<file path="config.mk">
export PLATFORM = sky130hd
export DESIGN_NAME = intdiv_otf_flat
export DESIGN_NICKNAME = d
export VERILOG_FILES = /design/src/rtl/intdiv_otf_if.sv /design/src/rtl/intdiv_otf.sv /design/src/flat_wrapper.sv
export SDC_FILE = /design/constraint.sdc
export NUM_CORES = 1
export LEC_CHECK = 0
export ABC_AREA = 1
export BUFFER_PORTS_ARGS = -buffer_cell sky130_fd_sc_hd__buf_4
export CORE_ASPECT_RATIO = 1.75
export CORE_MARGIN = 1.5
export CORE_UTILIZATION = 30
export DETAILED_ROUTE_END_ITERATION = 16
export PLACE_DENSITY_LB_ADDON = 0.08
export SKIP_CTS_REPAIR_TIMING = 1
export SLEW_MARGIN = 20
export SYNTH_ARGS = -nofsm -noshare
export SYNTH_HDL_FRONTEND = slang
export SYNTH_SLANG_ARGS = --single-unit
</file>
<file path="constraint.sdc">
create_clock -name clk -period 1.4 [get_ports clk]
set_clock_uncertainty 0.1 [all_clocks]
set_input_delay 0.14 -clock clk [delete_from_list [all_inputs] [get_ports clk]]
set_output_delay 0.14 -clock clk [all_outputs]
set_load 0.1 [all_outputs]
</file>
<file path="src/rtl/intdiv_otf_if.sv">
// Handshake bundle for the on-the-fly SD2 -> two's-complement quotient converter.
// master: digit/adjust producer + result consumer side (drives start, digits,
//         adjustment decision, q_ack).
// slave : the converter (drives ready strobes, result, busy, ovf).
interface intdiv_otf_if #(parameter int N = 16);
  logic         start;
  logic         digit_valid;
  logic [1:0]   digit;
  logic         digit_ready;
  logic         adj_valid;
  logic         padj;
  logic         seladj;
  logic         adj_ready;
  logic [N-1:0] q_out;
  logic         q_valid;
  logic         q_ack;
  logic         busy;
  logic         ovf;

  modport master (
    output start, digit_valid, digit, adj_valid, padj, seladj, q_ack,
    input  digit_ready, adj_ready, q_out, q_valid, busy, ovf
  );

  modport slave (
    input  start, digit_valid, digit, adj_valid, padj, seladj, q_ack,
    output digit_ready, adj_ready, q_out, q_valid, busy, ovf
  );
endinterface

</file>
<file path="src/rtl/intdiv_otf.sv">
// intdiv_otf: consumer end of the non-restoring divider's SD2 quotient stream.
// Takes N SD2 digits MSB first, converts on the fly with the Q/QM pair
// (QM == Q-1 always), then applies the final padj/seladj correction.
// Ports:
//   clk, rst      : clock, synchronous active-high reset
//   bus (slave)   : start, digit_valid/digit/digit_ready, adj_valid/padj/
//                   seladj/adj_ready, q_out/q_valid/q_ack, busy, ovf
// Build option: define INTDIV_OTF_OVF_EN to get wrap detection on ovf;
// otherwise ovf is tied low.
module intdiv_otf #(
  parameter int N = 16
) (
  input logic        clk,
  input logic        rst,
  intdiv_otf_if.slave bus
);
  localparam int CW = $clog2(N + 1);

  typedef enum logic [1:0] {IDLE = 2'd0, ACC = 2'd1, ADJ = 2'd2, DONE = 2'd3} state_t;

  state_t         state, nxt;
  logic [N-1:0]   q, qm, q_res, q_out_r;
  logic [CW-1:0]  cnt;
  logic           dig_acc, adj_acc, last_dig;
  logic           d_neg, d_pos;

  // 11 = -1, 01/10 = +1, 00 = 0
  assign d_neg    = (bus.digit == 2'b11);
  assign d_pos    = bus.digit[1] ^ bus.digit[0];
  assign last_dig = (cnt == CW'(N - 1));

  always_ff @(posedge clk) begin
    if (rst) state <= IDLE;
    else     state <= nxt;
  end

  always_comb begin
    nxt             = state;
    bus.digit_ready = 1'b0;
    bus.adj_ready   = 1'b0;
    bus.q_valid     = 1'b0;
    bus.busy        = 1'b1;
    dig_acc         = 1'b0;
    adj_acc         = 1'b0;
    case (state)
      IDLE: begin
        bus.busy = 1'b0;
        if (bus.start) nxt = ACC;
      end
      ACC: begin
        bus.digit_ready = 1'b1;
        dig_acc         = bus.digit_valid;
        if (dig_acc && last_dig) nxt = ADJ;
      end
      ADJ: begin
        // not ready while the last digit is being taken, so an early
        // adj_valid simply waits one cycle
        bus.adj_ready = 1'b1;
        adj_acc       = bus.adj_valid;
        if (adj_acc) nxt = DONE;
      end
      DONE: begin
        bus.q_valid = 1'b1;
        if (bus.q_ack) nxt = IDLE;
      end
      default: nxt = IDLE;
    endcase
  end

  // Correction: Q as is, Q-1 (already held in QM), or Q+1 with carry dropped
  always_comb begin
    if (bus.seladj)    q_res = q;
    else if (bus.padj) q_res = q + N'(1);
    else               q_res = qm;
  end

  always_ff @(posedge clk) begin
    if (rst) begin
      q       <= '0;
      qm      <= '1;
      cnt     <= '0;
      q_out_r <= '0;
    end else begin
      if (state == IDLE && bus.start) begin
        q   <= '0;
        qm  <= '1;
        cnt <= '0;
      end
      if (dig_acc) begin
        cnt <= cnt + CW'(1);
        // a -1 digit borrows from the prefix, so the new Q comes from QM
        if (d_neg) begin
          q  <= {qm[N-2:0], 1'b1};
          qm <= {qm[N-2:0], 1'b0};
        end else if (d_pos) begin
          q  <= {q[N-2:0], 1'b1};
          qm <= {q[N-2:0], 1'b0};
        end else begin
          q  <= {q[N-2:0], 1'b0};
          qm <= {qm[N-2:0], 1'b1};
        end
      end
      if (adj_acc) q_out_r <= q_res;
    end
  end

  assign bus.q_out = q_out_r;

`ifdef INTDIV_OTF_OVF_EN
  logic ovf_r, ovf_nxt;
  // increment of all-ones or decrement of zero wraps
  assign ovf_nxt = !bus.seladj && (bus.padj ? (&q) : (q == '0));

  always_ff @(posedge clk) begin
    if (rst)                             ovf_r <= 1'b0;
    else if (adj_acc)                    ovf_r <= ovf_nxt;
    else if (state == DONE && bus.q_ack) ovf_r <= 1'b0;
  end

  assign bus.ovf = ovf_r;
`else
  assign bus.ovf = 1'b0;
`endif
endmodule

</file>
<file path="src/flat_wrapper.sv">
// flat-port wrapper written by rule: the top's interface ports become plain ports
module intdiv_otf_flat 
#(
  parameter int N = 16
)
  (clk, rst, bus_start, bus_digit_valid, bus_digit, bus_adj_valid, bus_padj, bus_seladj, bus_q_ack, bus_digit_ready, bus_adj_ready, bus_q_out, bus_q_valid, bus_busy, bus_ovf);
  intdiv_otf_if #(.N(N)) bus_i ();
  input logic clk;
  input logic rst;
  input wire logic [$bits(bus_i.start)-1:0] bus_start;
  input wire logic [$bits(bus_i.digit_valid)-1:0] bus_digit_valid;
  input wire logic [$bits(bus_i.digit)-1:0] bus_digit;
  input wire logic [$bits(bus_i.adj_valid)-1:0] bus_adj_valid;
  input wire logic [$bits(bus_i.padj)-1:0] bus_padj;
  input wire logic [$bits(bus_i.seladj)-1:0] bus_seladj;
  input wire logic [$bits(bus_i.q_ack)-1:0] bus_q_ack;
  output wire logic [$bits(bus_i.digit_ready)-1:0] bus_digit_ready;
  output wire logic [$bits(bus_i.adj_ready)-1:0] bus_adj_ready;
  output wire logic [$bits(bus_i.q_out)-1:0] bus_q_out;
  output wire logic [$bits(bus_i.q_valid)-1:0] bus_q_valid;
  output wire logic [$bits(bus_i.busy)-1:0] bus_busy;
  output wire logic [$bits(bus_i.ovf)-1:0] bus_ovf;
  assign bus_i.start = bus_start;
  assign bus_i.digit_valid = bus_digit_valid;
  assign bus_i.digit = bus_digit;
  assign bus_i.adj_valid = bus_adj_valid;
  assign bus_i.padj = bus_padj;
  assign bus_i.seladj = bus_seladj;
  assign bus_i.q_ack = bus_q_ack;
  assign bus_digit_ready = bus_i.digit_ready;
  assign bus_adj_ready = bus_i.adj_ready;
  assign bus_q_out = bus_i.q_out;
  assign bus_q_valid = bus_i.q_valid;
  assign bus_busy = bus_i.busy;
  assign bus_ovf = bus_i.ovf;
  intdiv_otf #(.N(N)) u_core (.clk(clk), .rst(rst), .bus(bus_i));
endmodule
</file>
Word-level counts from Yosys, hierarchy flattened
Cells that the tools add are included.
- add/subtract/negate cells: 2
- equal/unequal tests: 9
- multiplexer cells: 23
- bitwise logic cells: 1
- reduce and logical (&&, ||, !) cells: 5
- operators with widths (kind ; count):
    $mux 16 ; 9
    $add 16x1->16 const B ; 1
    $mux 5 ; 2
    $mux 2 ; 4
    $pmux 2 s4 ; 1
    $mux 1 ; 7
    $eq 2x2->1 const B ; 3
    $ne 2x2->1 const B ; 3
    $add 5x1->5 const B ; 1
    $eq 5x4->1 const B ; 1
    $reduce_and 4->1 ; 1
    $eq 2x1->1 const B ; 1
    $logic_and 1x1->1 ; 2
    $logic_not 2->1 ; 1
    $ne 2x1->1 const B ; 1
    $reduce_bool 2->1 ; 1
    $xor 1x1->1 ; 1
- bits in registers: 55
- input port bits: 10

Depth between registers and ports, before layout
- word-level depth: 4
- depth in mapped cells: 10
- gate-level depth less buffers: 9

Worst setup path before layout
No wires, ideal clock.
- path type: register -> register
- start: register u_core.state[1]
- end: register u_core.cnt[3]
- data arrival time: 2067 ps
- required time: 1172 ps
- setup slack: -895 ps
- cell stages (with the launch flop): 9
- cell sequence: dfxtp_1 inv_1 ha_1 nand2_2 nand2_1 inv_1 buf_2 a22oi_1 nor2_1
- word-level cells in the longest chain between the ends: 3
- ends and longest elaborated chain (what ; RTL line ; text):
    start: declaration ; intdiv_otf.sv:21 ; state_t state, nxt;
    start signal: assignment ; intdiv_otf.sv:34 ; else state <= nxt;
    $eq 2x1->1 / $logic_not 2->1 (equally long branches) ; intdiv_otf.sv:45, intdiv_otf.sv:84 ;
    $mux 1 / $logic_and 1x1->1 (equally long branches) ; intdiv_otf.sv:45, intdiv_otf.sv:84 ;
    $mux 5 / $reduce_bool 2->1 (equally long branches) ; - ;
    end signal: assignment ; intdiv_otf.sv:90 ; cnt <= cnt + CW'(1);
    end: declaration ; intdiv_otf.sv:23 ; logic [CW-1:0] cnt;
Several ways; a longest one is shown, not always the timed one.
A chain may end at the register's enable or synchronous reset.

Final worst setup path
- start: register u_core.state[0]
- end: output port bus_busy
- word-level cells in the longest chain between the ends: 2
- ends and longest elaborated chain (what ; RTL line ; text):
    $logic_not 2->1 ; intdiv_otf.sv:45 ; case (state)
    $mux 1 ; intdiv_otf.sv:45 ;
    end: declaration ; flat_wrapper.sv:21 ; output wire logic [$bits(bus_i.busy)-1:0] bus_busy;
Every way passes these cells.

==> impl_metrics.ini <==
[clock_tree]
clk_pin_slew_ns = 0.07
cts_sinks = 55
cts_made_buffers = 5
cts_max_level = 2
clk_latency_ns = 0.30
cts_buffer_depth = 2
cts_tree = built
cts_root_buffer = clkbuf_16

[synth]
ys_types = 30
netlist_instances = 453
syn_area_per_cell_sq_um = 6.877
synth-seq-cells = 55
seq_area_frac_synth_pct = 35.34
ys_warn_count = 0
synth_fp_nets = 473
syn-cell-area_sq_um = 3115

[placement]
post-place-ws_ns = -0.1501
dp_hpwl_um = 7846
placed_cell_area_sq_um = 3914
dp.cells = 634
gp_congestion = 0.8877
portBuffers = 29

[layout]
seq_area_sq_um = 1142
final_core_util_pct = 42.84
layout_commonest_cell = a21oi_1
fillers = 1086
mostFrequentLayoutCells = 77 x a21oi_1, 68 x buf_4, 62 x nand2_1, 47 x o21ai_0, 43 x inv_1
multiInputGateArea_sq_um = 1864
stdcell_count = 645
syn2layout_area_growth_pct = 39.96
drive_gt1_share_pct = 32.63
final_cell_area_sq_um = 4360
n_antenna_cell = 0
num-nets-final = 537

[worst_setup_path]
r2r_slack_ns = -0.14
startpoint_type = flip-flop
endpoint_kind = output pin
cp.arrival_ns = 1.31
crit_type = flip-flop to output pin
worstPathMaxFanout = 3
required_ns = 1.16

[power]
ir_drop_mv = 1.066
p_leak_nw = 1.819
power.total_mw = 7.022
power_density_nw_per_um2 = 1610

[global_routing]
grt_pass1_vias = 3135
grt_max_degree = 32
overflow = 0
antenna_found_initial = 0
grt_use_total_pct = 20.34
grt_pass1_wl_um = 16880

[sta]
fin_tns_setup_ns = -0.8896
setup_slack_ns = -0.1469
hold_viol = 0
slew_viol_final = 0
max_freq_mhz = 646.4
rsz0062_at_grt = true
layout_worst_path_cycle_share_pct = 110.5
whs_ns = 0.1553
period_minus_slack_ns = 1.547
setup_viol = 25

[floorplan]
die_height_um = 137.8
io_pins = 31
core_area_sq_um = 10180
rows = 49
die_x_um = 80.04
die_area_sq_um = 11030
start_util_pct = 30.61

[routing]
via_per_inst = 5.017
vias = 3236
drc_errors = 0
drt-total-wl_um = 10930
drt_iter0_markers = 109
wire_per_inst_um = 16.95
first_pass_iters = 4
ant_nets = 0

[job]
cap_violations = 0

[min_path]
hold_class = input port to flip-flop

[outcome]
violations = negative setup slack
outcome = complete, but fails checks
==> power by group <==
group | total [mW] | switching [mW] | internal (mW)
logic | 3.62 | 2.39 | 1.23
clock network | 1.29 | 0.623 | 0.662
registers | 2.11 | 0.206 | 1.91
==> logic make-up after synthesis <==
| logic type | Yosys count | share of synthesized area (%) |
|---|---|---|
| compound gates | 173 | 29.96 |
| xor+xnor | 6 | 1.687 |
| fa+ha+maj | 10 | 4.016 |
| buf+inv | 82 | 10.68 |
| flops | 55 | 35.34 |
| other cells | 1 | 0.1204 |
| simple gates | 126 | 18.19 |
==> worst max-delay path, cell delays in order (launching register included) <==
cell and delay, ns:
dfxtp_4 0.37, inv_4 0.08, ha_4 0.17, clkinvlp_4 0.09, buf_4 0.14, buf_12 0.15
==> final timing paths <==
| check | depth (start not counted) | start | to |
|---|---|---|---|
| max | 5 | u_core.state[0] | bus_busy |
| min | 5 | bus_start | u_core.qm[0] |
| max reg2reg | 8 | u_core.cnt[0] | u_core.state[0] |
| min reg2reg | 2 | u_core.qm[15] | u_core.qm[15] |
==> final cells by class <==
type | instances | share of cell area, %
flip-flops and latches | 55 | 26.20
repair buffers | 88 | 19.25
clock inverters | 3 | 0.4591
inverters | 51 | 4.821
well taps | 127 | 3.644
multi-input cells | 316 | 42.75
clock buffers | 5 | 2.869
==> cells in the mapped netlist <==
cell      number  area (sq um)
inv_1         48         180.2
nor2_4         3         33.78
nor2_2         5         31.28
o21ai_1        3         15.01
nand3_1       15         75.07
clkinv_1       2         7.510
ha_1          10         125.1
buf_1          1         3.750
o211ai_1      14         105.1
nand2_2        7         43.79
xor2_1         6         52.55
nand4_1        3         18.77
buf_2         11         55.05
a21oi_1       81         405.4
clkbuf_1      14         52.55
o31a_1         1         8.760
clkbuf_2       3         15.01
o21ai_0       64         320.3
a21oi_2        4         35.03
o221ai_1       2         17.52
conb_1         1         3.750
a22oi_1        1         7.510
nand2_1       70         262.8
inv_2          1         3.750
nand3_2        2         20.02
buf_4          2         15.01
o22ai_1        3         18.77
nor2_1        20         75.07
or2_2          1         6.260
dfxtp_1       55          1101
==> state kept, by name, summed over array words and instances (netlist names) <==
register / cells
u_core.bus.q_out: 16
u_core.q: 16
u_core.qm: 16
u_core.cnt: 5
u_core.state: 2
==> routing by layer <==
metal | global-route usage, % | share of wire (%) | up-vias
met5 | 0 | 0 | -
met4 | 8.908 | 3.0 | 0
met3 | 1.987 | 1.9 | 17
met2 | 38.56 | 58 | 46
met1 | 22.24 | 37 | 1537
li1 | - | - | 1636
Power figures use the tool's default switching activity.
